[config.mk]
export PLATFORM = sky130hd
export DESIGN_NAME = edge_detect_multi
export DESIGN_NICKNAME = d
export VERILOG_FILES = /design/src/rtl/edge_detect_multi.sv
export SDC_FILE = /design/constraint.sdc
export NUM_CORES = 1
export LEC_CHECK = 0
export ABC_CLOCK_PERIOD_IN_PS = 1200
export BUFFER_PORTS_ARGS = -buffer_cell sky130_fd_sc_hd__buf_2
export CORE_ASPECT_RATIO = 0.75
export CORE_MARGIN = 3
export CORE_UTILIZATION = 40
export CTS_BUF_LIST = sky130_fd_sc_hd__clkbuf_8
export DETAILED_ROUTE_END_ITERATION = 8
export HOLD_SLACK_MARGIN = 0.02
export PLACE_DENSITY = 0.61
export SLEW_MARGIN = 20
export SYNTH_ARGS = -nofsm -noshare
export SYNTH_HDL_FRONTEND = slang
export SYNTH_SLANG_ARGS = --single-unit
[constraint.sdc]
create_clock -name sys_clk -period 1.2 [get_ports sys_clk]
set_input_delay 0.18 -clock sys_clk [delete_from_list [all_inputs] [get_ports sys_clk]]
set_output_delay 0.18 -clock sys_clk [all_outputs]
set_load 0.02 [all_outputs]
[src/rtl/edge_detect_multi.sv]
// edge_detect_multi
// Multi-channel edge detector for asynchronous pins. Each channel has a
// synchroniser, a glitch filter with a hold time of FILTER_CYCLES, a
// registered edge detector, a runtime edge-mode qualifier and a
// software-clearable sticky event flag.
module edge_detect_multi #(
  parameter int   CH_NUM        = 4,
  parameter int   SYNC_STAGES   = 2,
  parameter int   FILTER_CYCLES = 4,
  parameter logic IDLE_LEVEL    = 1'b1
) (
  input  logic                  sys_clk,
  input  logic                  rst,
  input  logic [CH_NUM-1:0]     sig_in,
  input  logic [2*CH_NUM-1:0]   edge_mode,
  input  logic [CH_NUM-1:0]     evt_clr,
  output logic [CH_NUM-1:0]     level_out,
  output logic [CH_NUM-1:0]     rise_pulse,
  output logic [CH_NUM-1:0]     fall_pulse,
  output logic [CH_NUM-1:0]     edge_pulse,
  output logic [CH_NUM-1:0]     evt_sticky,
  output logic                  any_evt
);

  localparam int               CNT_W    = $clog2(FILTER_CYCLES + 1);
  localparam logic [CNT_W-1:0] CNT_LAST = CNT_W'(FILTER_CYCLES - 1);

  for (genvar i = 0; i < CH_NUM; i++) begin : g_ch
    logic [SYNC_STAGES-1:0] sync_q;
    logic [CNT_W-1:0]       cnt_q;
    logic [CNT_W-1:0]       cnt_d;
    logic                   sync_lvl;
    logic                   accept;
    logic                   rise_d;
    logic                   fall_d;
    logic                   edge_d;
    logic                   level_q;
    logic                   rise_q;
    logic                   fall_q;
    logic                   edge_q;
    logic                   sticky_q;

    assign sync_lvl = sync_q[SYNC_STAGES-1];

    // Synchroniser shift register; stages start at the idle level so that
    // reset release never looks like an edge.
    // NOTE: sequential state uses non-blocking assignments so every flop
    // samples the pre-edge value of its neighbour, giving a true shift.
    always_ff @(posedge sys_clk or posedge rst) begin
      if (rst) sync_q <= {SYNC_STAGES{IDLE_LEVEL}};
      else     sync_q <= {sync_q[SYNC_STAGES-2:0], sig_in[i]};
    end

    // Filter decision: count consecutive cycles the synchronised level
    // differs from the accepted level; accept on the last hold cycle.
    // NOTE: every output of this block gets a default first, so no path
    // leaves a variable unassigned and no latch is inferred.
    always_comb begin
      cnt_d  = '0;
      accept = 1'b0;
      if (sync_lvl != level_q) begin
        if (cnt_q == CNT_LAST) accept = 1'b1;
        else                   cnt_d  = cnt_q + 1'b1;
      end
    end

    // Edge classification for the level being accepted this cycle; the
    // mode is the value present on the update edge.
    always_comb begin
      rise_d = accept &  sync_lvl;
      fall_d = accept & ~sync_lvl;
      edge_d = (rise_d & edge_mode[2*i]) | (fall_d & edge_mode[2*i+1]);
    end

    // Filter counter, accepted level and edge pulses, updated together so
    // a pulse is high exactly in the cycle the new level first appears.
    always_ff @(posedge sys_clk or posedge rst) begin
      if (rst) begin
        cnt_q   <= '0;
        level_q <= IDLE_LEVEL;
        rise_q  <= 1'b0;
        fall_q  <= 1'b0;
        edge_q  <= 1'b0;
      end else begin
        cnt_q   <= cnt_d;
        if (accept) level_q <= sync_lvl;
        rise_q  <= rise_d;
        fall_q  <= fall_d;
        edge_q  <= edge_d;
      end
    end

    // Sticky event flag: a qualified edge sets it, clear only drops it
    // when no set is present in the same cycle.
    always_ff @(posedge sys_clk or posedge rst) begin
      if (rst) sticky_q <= 1'b0;
      else     sticky_q <= edge_q | (sticky_q & ~evt_clr[i]);
    end

    assign level_out[i]  = level_q;
    assign rise_pulse[i] = rise_q;
    assign fall_pulse[i] = fall_q;
    assign edge_pulse[i] = edge_q;
    assign evt_sticky[i] = sticky_q;
  end

  // Summary event flag, purely from registered sticky bits.
  assign any_evt = |evt_sticky;

endmodule

==> summary.txt <==
post-route minimum period -> 1.51 ns
final WL -> 2650 µm
TritonCTS Buffers -> 5
1st-pass router iterations -> 4
Worst-Skew Late Latency -> 0.29 ns
FF/Latch Area -> 1020 µm²
fin crit share -> 126%
Syn Inst Count -> 121
worst slew pin tran -> 0.274 ns
vias in the first global route -> 980
grt total ovfl -> 0
Main synth FF type -> dfrtp_1
Clock Path Buffers -> 2
Setup CP Type -> reg -> out
post-synth top area share -> 42.9%
Startpoint Class -> flip-flop
LEAKAGE -> 1.02 nW
Vias -> 954
arrival time at the worst endpoint -> 1.33 ns
Hold Crit Class -> in -> reg
top cell type by total area after synthesis -> dfrtp_1
synth warn -> 0
DR iter-0 viols -> 19
fin nets -> 182
Die Span X -> 79.8 µm
most numerous cell in the Yosys netlist -> dfrtp_1
ordered cell list for the critical path -> or4_4 > buf_6
Layout fillers -> 332
GR Util All Layers -> 12.3%
CP required -> 1.02 ns
Syn Area/Cell -> 13.5 µm²
Post-synth ARST share -> 100%
Hold Path End -> g_ch[1].edge_q
Slew Limit Fails -> 0
PwrDens -> 2020 nW/µm²
CP Capture Type -> output port
Worst VDD drop -> 0.863 mV
antenna-violating nets left -> 0
count of final setup violators -> 1
post-DP HPWL -> 1760 µm
CTS Sinks -> 40
peak per-stage delay on the critical path -> 0.53 ns
Clock Skew -> 0.00331 ns
Yosys reg bits -> 40
Die Footprint -> 4890 µm²
DR WL/cell -> 12.4 µm
num ports -> 39
final worst-path setup slack -> -0.314 ns
Hold Startpoint -> edge_mode[3]
Via density -> 4.48
core area -> 3780 µm²
root buffer cell -> clkbuf_8
Yosys cell types -> 17
initial antenna violation count -> 0
Hold Slack -> 0.152 ns
DRC viols -> 0
initial core utilization -> 43.2%
top post-synthesis cells by count -> 28 x dfrtp_1, 20 x buf_4, 16 x nor3b_1
gpl congestion -> 0.754
worst reg2reg endpoint -> g_ch[0].level_q
Multi-input gate area -> 472 µm²
TritonCTS clock tree -> built
CP max-delay cell -> or4_4
first-pass GRT wire length -> 4330 µm
Hold Vio Cnt, Final -> 0
share of layout cells above drive strength 1 -> 48.4%
synth top area cells -> dfrtp_1 43%, dfstp_2 19%, buf_4 9.2%
Site Rows -> 19
post-synthesis net count -> 143
crit-path max FO -> 2
htree depth -> 2
Area growth syn-to-layout -> 25.2%
largest net degree at the start of global routing -> 41
R2R depth -> 3
Fmax -> 661 MHz
die span in y -> 61.3 µm
worst path bufs/invs -> 1
worst reg-to-reg setup slack -> 0.04 ns
clk slew on worst S/H paths -> 0.07 ns
RSZ-0062 raised after global routing -> yes
sequential element share of the synthesized area -> 62.2%
Max Cap Viol -> 0
Post-synth EDFFs -> 0
Fin Setup TNS -> -0.314 ns
ANT cells -> 0
crit-path leading delay family -> simple AND/OR/NAND/NOR gates
status -> finished, violations left
hold path cells -> 3
Relative slew margins -> 81.6%
failing checks -> negative setup slack
r2r startpoint -> g_ch[0].cnt_q[0]
Syn Std Cell Area -> 1630 µm²
port bufs -> 38
flip-flops by register name, indices dropped and copies added (netlist names):
name and flops:
g_ch.sync_q 8, g_ch.edge_q 4, g_ch.level_q 4, g_ch.fall_q 4, g_ch.sticky_q 4, g_ch.cnt_q 12, g_ch.rise_q 4
power breakdown:
part	leakage (nW)	total [mW]	switching, mW	internal, mW
registers	0.508	1.77	0.128	1.64
logic	0.446	1.21	0.570	0.635
clock network	0.0645	1.17	0.434	0.733
total	1.02	4.14	1.13	3.01
timing repair:
action                     CTS  global route
setup buffers                4             1
setup endpoints to repair    6             4
hold endpoints to repair    32             0
hold buffers                 5             0
resized for setup            5            10
cell type report:
cell class	count	share of cell area, %
inverter	5	0.918
sequential	40	49.7
timing repair buffer	52	17.0
clock buffer	7	4.71
tap	52	3.18
clock inverter	1	1.47
multi-input combinational	56	23.1
worst max path at each step:
| stage | from | to | slack, ns | depth (start not counted) |
|---|---|---|---|---|
| 6_report | g_ch[0].sticky_q | any_evt | -0.31 | 2 |
| 5_1_grt | g_ch[0].sticky_q | any_evt | -0.36 | 2 |
| 2_1_floorplan | g_ch[0].sticky_q | any_evt | 0.02 | 1 |
| 3_3_place_gp | g_ch[0].sticky_q | any_evt | 0.007 | 2 |
| 4_1_cts | g_ch[0].sticky_q | any_evt | -0.33 | 2 |
| 3_5_place_dp | g_ch[0].sticky_q | any_evt | -0.001 | 2 |
placed cells by master, fill, tap and decap left out:
cell type	n
or4_4	1
buf_4	11
buf_2	32
a21o_1	4
mux2_2	4
buf_12	1
clkbuf_8	7
ha_2	2
dlygate4sd3_1	5
ha_1	2
a21oi_1	4
dfrtp_1	28
inv_1	5
nand2b_1	3
bufinv_16	1
nor2b_1	1
nor3b_1	16
dfstp_2	12
nor2b_4	3
nor3_1	3
nand2b_4	1
buf_6	3
xnor2_1	4
nand3b_1	8
kinds of logic after synthesis:
| group | Yosys count | synth area share [%] |
|---|---|---|
| compound gates | 8 | 3.07 |
| xor+xnor | 4 | 2.15 |
| fa+ha+maj | 4 | 3.07 |
| buf+inv | 25 | 10.3 |
| flops | 40 | 62.2 |
| mux | 4 | 2.76 |
| simple gates | 36 | 16.4 |
through the flow:
stage	power, mW	worst slack, ns	std cells	cell area, µm²	utilization, %
after floorplan	2.62	0.0231	121	1630	-
after global placement	2.71	0.00746	195	1780	47.1
after detailed placement	2.77	-0.00128	195	1780	47.1
after CTS	4.14	-0.331	212	2000	53.0
after global routing	4.41	-0.359	213	2040	54.1
final	4.14	-0.314	213	2040	54.1
tightest hold or removal path, cell delays in order:
cell and delay, ns:
buf_2 0.10, nand3b_1 0.07, a21oi_1 0.05
metal layers:
| layer | track usage [%] | vias to the layer above | share of wire (%) |
|---|---|---|---|
| li1 | - | 464 | - |
| met1 | 13.9 | 455 | 44 |
| met2 | 20.7 | 30 | 47 |
| met3 | 3.95 | 5 | 7.0 |
| met4 | 7.95 | 0 | 1.9 |
| met5 | 0 | - | 0 |
Power figures use the tool's default switching activity.
